[src/rtl/ps2_kbd_tx.sv]
// PS/2 device-side transmitter: a byte FIFO feeding an 11-bit frame serialiser (start, 8 data LSB first, odd parity, stop).
// Define PS2_TX_INHIBIT_EN to honour host inhibit sensed on ps2_clk_in. GAP_CYCLES must be >= 2, CLK_HALF >= 2.
module ps2_kbd_tx #(
  parameter int CLK_HALF   = 2500,
  parameter int GAP_CYCLES = 5000,
  parameter int FIFO_AW    = 4
) (
  input  logic             clk,
  input  logic             reset,
  input  logic [7:0]       din,
  input  logic             din_valid,
  output logic             din_ready,
  output logic             ps2_clk,
  output logic             ps2_data,
  input  logic             ps2_clk_in,
  output logic             busy,
  output logic [FIFO_AW:0] level
);

  localparam int DEPTH = 1 << FIFO_AW;
  localparam int HW    = (CLK_HALF > 1) ? $clog2(CLK_HALF) : 1;
  localparam int GW    = (GAP_CYCLES > 1) ? $clog2(GAP_CYCLES + 1) : 1;
  localparam logic [FIFO_AW:0] FULL_LEVEL = (FIFO_AW + 1)'(DEPTH);
  localparam logic [HW-1:0]    HALF_LAST  = HW'(CLK_HALF - 1);
  // GAP is one cycle short because the following LOAD cycle also keeps both lines high
  localparam logic [GW-1:0]    GAP_LAST   = GW'(GAP_CYCLES - 2);

  typedef enum logic [2:0] {
    IDLE,
    LOAD,
    HIGH,
    LOW,
    GAP
`ifdef PS2_TX_INHIBIT_EN
    , INHIBIT
`endif
  } state_e;

  state_e               state_q, state_d;
  logic [HW-1:0]        half_cnt_q, half_cnt_d;
  logic [GW-1:0]        gap_cnt_q, gap_cnt_d;
  logic [3:0]           bit_cnt_q, bit_cnt_d;
  logic [10:0]          shreg_q, shreg_d;
  logic                 ps2_clk_q, ps2_clk_d;
  logic [7:0]           fifo_mem [DEPTH];
  logic [FIFO_AW-1:0]   wr_ptr_q, wr_ptr_d, rd_ptr_q, rd_ptr_d;
  logic [FIFO_AW:0]     level_q, level_d;
  logic                 push, pop;
  logic [7:0]           head;
  logic                 line_free;

  assign din_ready = (level_q != FULL_LEVEL);
  assign push      = din_valid & din_ready;
  assign head      = fifo_mem[rd_ptr_q];

`ifdef PS2_TX_INHIBIT_EN
  localparam logic [GW-1:0] INH_LAST = GW'(GAP_CYCLES - 1);
  logic [1:0] sync_q, sync_d;

  assign sync_d    = {sync_q[0], ps2_clk_in};
  assign line_free = sync_q[1];

  always_ff @(posedge clk) begin
    if (reset) sync_q <= 2'b11;
    else       sync_q <= sync_d;
  end
`else
  logic unused_clk_in;
  assign unused_clk_in = ps2_clk_in;
  assign line_free     = 1'b1;
`endif

  always_ff @(posedge clk) begin
    if (push) fifo_mem[wr_ptr_q] <= din;
  end

  always_comb begin
    wr_ptr_d = wr_ptr_q;
    rd_ptr_d = rd_ptr_q;
    level_d  = level_q;
    if (push) wr_ptr_d = wr_ptr_q + 1'b1;
    if (pop)  rd_ptr_d = rd_ptr_q + 1'b1;
    case ({push, pop})
      2'b10:   level_d = level_q + 1'b1;
      2'b01:   level_d = level_q - 1'b1;
      default: level_d = level_q;
    endcase
  end

  // ps2_data is shreg_q[0]; the register holds all ones whenever the line should idle high
  always_comb begin
    state_d    = state_q;
    half_cnt_d = half_cnt_q;
    gap_cnt_d  = gap_cnt_q;
    bit_cnt_d  = bit_cnt_q;
    shreg_d    = shreg_q;
    ps2_clk_d  = ps2_clk_q;
    pop        = 1'b0;
    case (state_q)
      IDLE: begin
        ps2_clk_d = 1'b1;
        shreg_d   = '1;
        if (level_q != '0 && line_free) state_d = LOAD;
      end
      LOAD: begin
        shreg_d    = {1'b1, ~^head, head, 1'b0};
        bit_cnt_d  = '0;
        half_cnt_d = '0;
        ps2_clk_d  = 1'b1;
        state_d    = HIGH;
      end
      HIGH: begin
`ifdef PS2_TX_INHIBIT_EN
        if (!line_free && bit_cnt_q <= 4'd9) begin
          ps2_clk_d  = 1'b1;
          shreg_d    = '1;
          half_cnt_d = '0;
          gap_cnt_d  = '0;
          state_d    = INHIBIT;
        end else
`endif
        if (half_cnt_q == HALF_LAST) begin
          half_cnt_d = '0;
          ps2_clk_d  = 1'b0;
          state_d    = LOW;
        end else begin
          half_cnt_d = half_cnt_q + 1'b1;
        end
      end
      LOW: begin
        if (half_cnt_q == HALF_LAST) begin
          half_cnt_d = '0;
          ps2_clk_d  = 1'b1;
          if (bit_cnt_q == 4'd10) begin
            pop       = 1'b1;
            shreg_d   = '1;
            gap_cnt_d = '0;
            state_d   = GAP;
          end else begin
            bit_cnt_d = bit_cnt_q + 1'b1;
            shreg_d   = {1'b1, shreg_q[10:1]};
            state_d   = HIGH;
          end
        end else begin
          half_cnt_d = half_cnt_q + 1'b1;
        end
      end
      GAP: begin
        if (gap_cnt_q == GAP_LAST) begin
          gap_cnt_d = '0;
          state_d   = (level_q != '0 && line_free) ? LOAD : IDLE;
        end else begin
          gap_cnt_d = gap_cnt_q + 1'b1;
        end
      end
`ifdef PS2_TX_INHIBIT_EN
      // The host must release the clock continuously for a full gap before the frame is resent
      INHIBIT: begin
        if (!line_free) begin
          gap_cnt_d = '0;
        end else if (gap_cnt_q == INH_LAST) begin
          gap_cnt_d = '0;
          state_d   = IDLE;
        end else begin
          gap_cnt_d = gap_cnt_q + 1'b1;
        end
      end
`endif
      default: begin
        ps2_clk_d = 1'b1;
        shreg_d   = '1;
        state_d   = IDLE;
      end
    endcase
  end

  always_ff @(posedge clk) begin
    if (reset) begin
      state_q    <= IDLE;
      half_cnt_q <= '0;
      gap_cnt_q  <= '0;
      bit_cnt_q  <= '0;
      shreg_q    <= '1;
      ps2_clk_q  <= 1'b1;
      wr_ptr_q   <= '0;
      rd_ptr_q   <= '0;
      level_q    <= '0;
    end else begin
      state_q    <= state_d;
      half_cnt_q <= half_cnt_d;
      gap_cnt_q  <= gap_cnt_d;
      bit_cnt_q  <= bit_cnt_d;
      shreg_q    <= shreg_d;
      ps2_clk_q  <= ps2_clk_d;
      wr_ptr_q   <= wr_ptr_d;
      rd_ptr_q   <= rd_ptr_d;
      level_q    <= level_d;
    end
  end

  assign ps2_clk  = ps2_clk_q;
  assign ps2_data = shreg_q[0];
  assign busy     = (state_q != IDLE);
  assign level    = level_q;

endmodule
[config.mk]
export PLATFORM = sky130hd
export DESIGN_NAME = ps2_kbd_tx
export DESIGN_NICKNAME = d
export VERILOG_FILES = /design/src/rtl/ps2_kbd_tx.sv
export SDC_FILE = /design/constraint.sdc
export NUM_CORES = 1
export LEC_CHECK = 0
export ABC_AREA = 1
export BUFFER_PORTS_ARGS = -buffer_cell sky130_fd_sc_hd__buf_4
export CAP_MARGIN = 20
export CORE_ASPECT_RATIO = 0.9
export CORE_MARGIN = 10
export CORE_UTILIZATION = 62
export CTS_CLUSTER_DIAMETER = 150
export DETAILED_ROUTE_END_ITERATION = 6
export MAX_ROUTING_LAYER = met4
export PLACE_DENSITY = 0.89
export SLEW_MARGIN = 10
export SYNTH_ARGS = -nofsm -noshare
export SYNTH_HDL_FRONTEND = slang
export SYNTH_SLANG_ARGS = --single-unit
export TNS_END_PERCENT = 20
[constraint.sdc]
create_clock -name clk -period 2.5 [get_ports clk]
set_clock_uncertainty 0.05 [all_clocks]
set_input_delay 0.125 -clock clk [delete_from_list [all_inputs] [get_ports clk]]
set_output_delay 0.125 -clock clk [all_outputs]
set_load 0.01 [all_outputs]
# == Yosys cells after proc, flatten, opt, wreduce, memory -nomap -nowiden ==
# Memories as Yosys holds them, arrays and structs flattened. A register that Yosys moved wholly into a read port is not among the register bits.
# Cells that the tools add are included.
# classes
n_eq_ne,16
n_addsub,7
n_reduce_logical,15
mux,30
n_bitwise,3
# ops
operator,n
two-way mux 13 bit,3
case mux 11 bit (3 select lines),1
case mux 13 bit (2 select lines),1
case mux 12 bit (2 select lines),1
two-way mux 4 bit,4
two-way mux 3 bit,5
case mux 3 bit (5 select lines),1
"adder 13 x 1 -> 13 bit, second input constant",1
"equality test 13 bit, second input constant",1
"adder 12 x 1 -> 12 bit, second input constant",1
"adder 4 x 1 -> 4 bit, second input constant",3
"equality test 12 bit, second input constant",1
two-way mux 12 bit,1
"!= test 2 bit, second input constant",6
two-way mux 11 bit,1
two-way mux 10 bit,1
case mux 5 bit (2 select lines),1
AND reduction 3 bit,3
two-way mux 1 bit,8
case mux 4 bit (2 select lines),1
nonzero test 2 bit,4
XNOR reduction 8 bit,1
"equality test 3 x 2 -> 1 bit, second input constant",2
"adder 5 x 1 -> 5 bit, second input constant",1
16 further kinds,18
# totals
n_memories,1
elab_cells,81
in_bits,12
ram_bits,128
reg_bits,57
output_inout_bits,9
# mem_list
memory,depth,width,rd,rd_clocked_by_memory_dff,wr,line_no,rtl
fifo_mem,16,8,1,1,1,45,logic [7:0] fifo_mem [DEPTH];

# == Longest topological paths before layout ==
# logic_depth
depth_word,6
ltp_mapped,17
mapped_depth_nobuf,17

# == Worst setup path before layout ==
# OpenSTA, ideal clock, no wires.
# synth_path
path_kind,reg2reg
start,reg bit_cnt_q[0]
end,"reg level_q[4], in the netlist level[4]"
n_path_buf,0
period_less_slack_ns,2.238
setup_ns,0.070
t_required_ns,2.380
arrival_ns,2.118
stages_incl_launch_ff,18
setup_slack_ns,0.262
cell_sequence,dfxtp_1 -> inv_1 -> ha_1 -> nand3_1 -> nor2_4 -> inv_2 -> nor2_4 -> ha_1 -> xor2_1 -> ha_1 -> inv_1 -> nand2_1 -> nand3_1 -> nand3_1 -> nand2_1 -> nand2_1 -> nand2_1 -> a21oi_1
# synth_via
elab_chain_len,6
# synth_rtl
item,line_no,rtl
"start, declared",42,"logic [3:0] bit_cnt_q, bit_cnt_d;"
"start signal, assigned",192,bit_cnt_q <= bit_cnt_d;
equality test 4 bit *,134,if (bit_cnt_q == 4'd10) begin
two-way mux 1 bit *,134,
two-way mux 1 bit *,131,if (half_cnt_q == HALF_LAST) begin
two-way mux 1 bit *,99,case (state_q)
named net pop,48,"logic push, pop;"
equality test 2 x 1 -> 1 bit or equality test 2 bit (tied branches),83,"case ({push, pop})"
case mux 5 bit (2 select lines) or nonzero test 2 bit (tied branches),n/a,
"end signal, assigned",197,level_q <= level_d;
"end, declared",47,"logic [FIFO_AW:0] level_q, level_d;"
# The timed path passes the listed nets; every way through them passes the cells marked *.
# A chain may end at the register's enable or synchronous reset.

# == Final worst setup path ==
# layout_path
start,reg half_cnt_q[1]
end,"reg level_q[4], in the netlist level[4]"
# layout_via
elab_chain_len,5
# layout_rtl
item,line_no,rtl
"start, declared",40,"logic [HW-1:0] half_cnt_q, half_cnt_d;"
"start signal, assigned",190,half_cnt_q <= half_cnt_d;
equality test 12 bit *,131,
two-way mux 1 bit *,131,
two-way mux 1 bit *,99,
named net pop,48,
equality test 2 x 1 -> 1 bit or equality test 2 bit (tied branches),83,
case mux 5 bit (2 select lines) or nonzero test 2 bit (tied branches),n/a,
# Marks and branches as above.

==> impl_metrics.yaml <==
placed_design:
  dp_hpwl_um: 12500
  post-place-ws_ns: 0.0311
  routabilityCongestion: 0.891
  place_area_mm2: 0.00900
  port_buffers: 19
setup_path:
  start_kind: "flip-flop"
  cp_slowest_stage_delay_ns: 0.35
  critPathMaxFanout: 3
  cp_slowest_cell: "dfxtp_1"
  crit_buf_inv: 1
  crit_required_ns: 2.82
  crit_type: "flip-flop to flip-flop"
  endpoint_kind: "flip-flop"
  arrival_ns: 2.72
  path_cells: "ha_2 -> nand2_1 -> nor2_2 -> nand3_2 -> nor2_4 -> ha_2 -> xor2_2 -> ha_1 -> inv_1 -> nand2_1 -> nand3_1 -> nand3_1 -> nand2_1 -> nand2_1 -> nand2_1 -> a21oi_1"
  path_common_cell: "nand2_1"
  cp_top_family: "simple AND/OR/NAND/NOR gates"
pwr:
  ir_worst_vdd_mv: 0.539
  intPower_uw: 5130
  power_leakage_uw: 0.00388
  pwr-share-comb_pct: 12.5
  clkPwrFrac_pct: 37.1
  power_switching_share_pct: 26.6
  switchingPower_uw: 1860
  p_seq_share_pct: 50.5
  pwr_density_cell_mw_per_mm2: 721
finish:
  final_nets: 1015
  multiInputGateArea_mm2: 0.00289
  syn2layout_area_growth_pct: 13.5
  finalInstanceArea_mm2: 0.00970
  diodes: 0
  n_fill_cell: 847
  ff_latch_area_mm2: 0.00505
  utilization_pct: 72.4
  layout-drive-gt1-share_pct: 11.2
global_route:
  grt_pass1_wl_um: 31600
  antenna_found_initial: 0
  grt_overflow: 0
  grt.total_usage_pct: 21.5
  grt_max_degree: 52
  first_global_vias: 6501
logic_synthesis:
  ys_seq_elements: 188
  synth_nets: 962
  async_reset_ff_share_pct: 0
  synthCells: 937
  yosysSeqAreaShare_pct: 59.0
  yosys_warnings: 0
  synth-edff-count: 128
  ys.flop_type: "edfxtp_1"
  ys_types: 41
  netlist_area_mm2: 0.00855
  synth.avg_cell_area_um2: 9.12
cts:
  cts_tree: "yes"
  cts.reportedPaths.clkPinSlew_ns: 0.07
  cts-root-buf: "clkbuf_16"
  cts.path.max_buffers: 2
  numClockSinks: 188
  clk_latency_ns: 0.44
  h-tree-depth: 4
  cts_buffers: 17
drt:
  drt-initial-drc-count: 935
  ant_nets: 0
  routed_wirelength_um: 19900
  drc_errors: 0
  wl_per_cell_um: 17.0
  via_per_inst: 5.81
  first_pass_iters: 5
  via_count: 6805
floorplanning:
  die_h_um: 131
  core-area_mm2: 0.0134
  num_rows: 40
  dieWidth_um: 144
  die_area_mm2: 0.0189
  io_pins: 21
  initial_utilization_pct: 63.7
timing:
  period_needed_ns: 2.40
  finalHoldViolCount: 0
  finalSetupViolCount: 0
  tightest_slew_ns: 0.584
  clock.fmax_ghz: 0.417
  timing.final.crit_share_pct: 95.8
  max_slew_margin_pct: 61.0
  fin_ws_ns: 0.105
  drv_slew: 0
status:
  status: "finished, final reports clean"
worst_hold_path:
  hold_path_class: "input port to flip-flop"
job:
  maxCapViolCount: 0
==> flip-flops by register name (all words and copies together) (netlist names), named ones only <==
| signal | flops |
|---|---|
| ps2_clk | 1 |
| fifo_mem | 128 |
| state_q | 3 |
| gap_cnt_q | 13 |
| half_cnt_q | 12 |
| rd_ptr_q | 4 |
| bit_cnt_q | 4 |
| wr_ptr_q | 4 |
| level | 5 |
| shreg_q | 10 |
==> repair_timing <==
action	4_1_cts	5_1_grt
setup endpoints to repair	0	4
resized for setup	0	8
hold buffers	9	0
endpoints found under the hold margin	140	0
setup buffers	0	3
==> kinds of logic after synthesis <==
logic type,after synthesis,synth area share [%]
buffers and inverters,155,7.42
DFF,188,59.0
xor gates and xnor gates,15,1.54
adders and majority gates,13,1.90
AOI/OAI and AO/OA,117,7.86
and+or+nand+nor,449,22.3
==> path summary, 6_finish.rpt <==
path	start	to	slack [ns]	cells after the start
max	half_cnt_q[1]	level[4]	0.10	16
min	din_valid	wr_ptr_q[1]	0.1	3
max reg2reg	half_cnt_q[1]	level[4]	0.10	16
min reg2reg	half_cnt_q[0]	half_cnt_q[0]	0.40	1
==> cells in the mapped netlist, drive strengths merged, types with 2 or more instances <==
library cell	instances	share of area, %
edfxtp	128	45
buf	19	1.4
nand3	82	4.9
clkinv	2	0.088
inv	126	5.5
nor2	104	4.8
nor4	3	0.22
dfxtp	60	14
ha	13	1.9
o211a	2	0.23
a21oi	36	2.1
nand4	10	0.73
o211ai	11	0.97
o21ai	52	3.1
clkbuf	8	0.35
o22ai	8	0.59
xor2	11	1.1
a211oi	2	0.18
xnor2	4	0.41
or2	2	0.15
nand2	226	10
nor3	20	1.4
nor3b	2	0.18
==> layout by cell type (no fill, tap or decap), drive strengths merged <==
master         n
a211oi         2
a21oi         36
a221oi         1
a31oi          1
buf           51
bufinv         1
clkbuf        20
clkinv         5
clkinvlp       3
dfxtp         60
dlygate4sd3    9
edfxtp       128
ha            13
inv          132
nand2        226
nand3         82
nand4         10
nor2         104
nor3          20
nor3b          2
nor4           3
o211a          2
o211ai        11
o21ai         52
o221a          1
o221ai         1
o22ai          8
o31ai          1
o32ai          1
or2            2
xnor2          4
xor2          11
==> layout make-up <==
type	count	area share, %
Sequential cell	188	52.0
Multi-Input combinational cell	594	29.8
Timing Repair Buffer	61	5.27
Inverter	128	4.95
Clock buffer	19	4.46
Tap cell	168	2.17
Clock inverter	13	1.35
==> metrics by stage <==
step	power (µW)	instances	TNS (ns)	hold slack [ns]
final	6990	1171	0	0.0957
after global routing	7210	1171	-0.0705	0.137
after CTS	6970	1168	0	0.0910
after detailed placement	4420	1127	0	0.395
after global placement	4390	1127	0	0.389
after floorplan	4120	937	0	0.174
==> metal layers <==
layer	vias to the layer above	GRT usage (%)	part of all wire, %
li1	3209	-	-
met1	3168	26.7	40
met2	373	33.7	49
met3	55	4.79	9.3
met4	0	8.05	2.4
met5	-	-	0
==> worst register-to-register path, cell delays in order (launching register included) <==
cell and delay, ns:
dfxtp_1 0.35, ha_2 0.20, nand2_1 0.12, nor2_2 0.17
nand3_2 0.14, nor2_4 0.18, ha_2 0.23, xor2_2 0.16
ha_1 0.16, inv_1 0.04, nand2_1 0.10, nand3_1 0.11
nand3_1 0.09, nand2_1 0.05, nand2_1 0.05, nand2_1 0.04
a21oi_1 0.11
==> power by group through the flow <==
stage          Combinational, µW  Clock, µW  Sequential (µW)
2_1_floorplan                527          0             3590
3_3_place_gp                 803          0             3580
3_5_place_dp                 831          0             3590
4_1_cts                      853       2590             3530
5_1_grt                      966       2710             3540
6_report                     872       2590             3530
(Power assumes the default switching activity.)
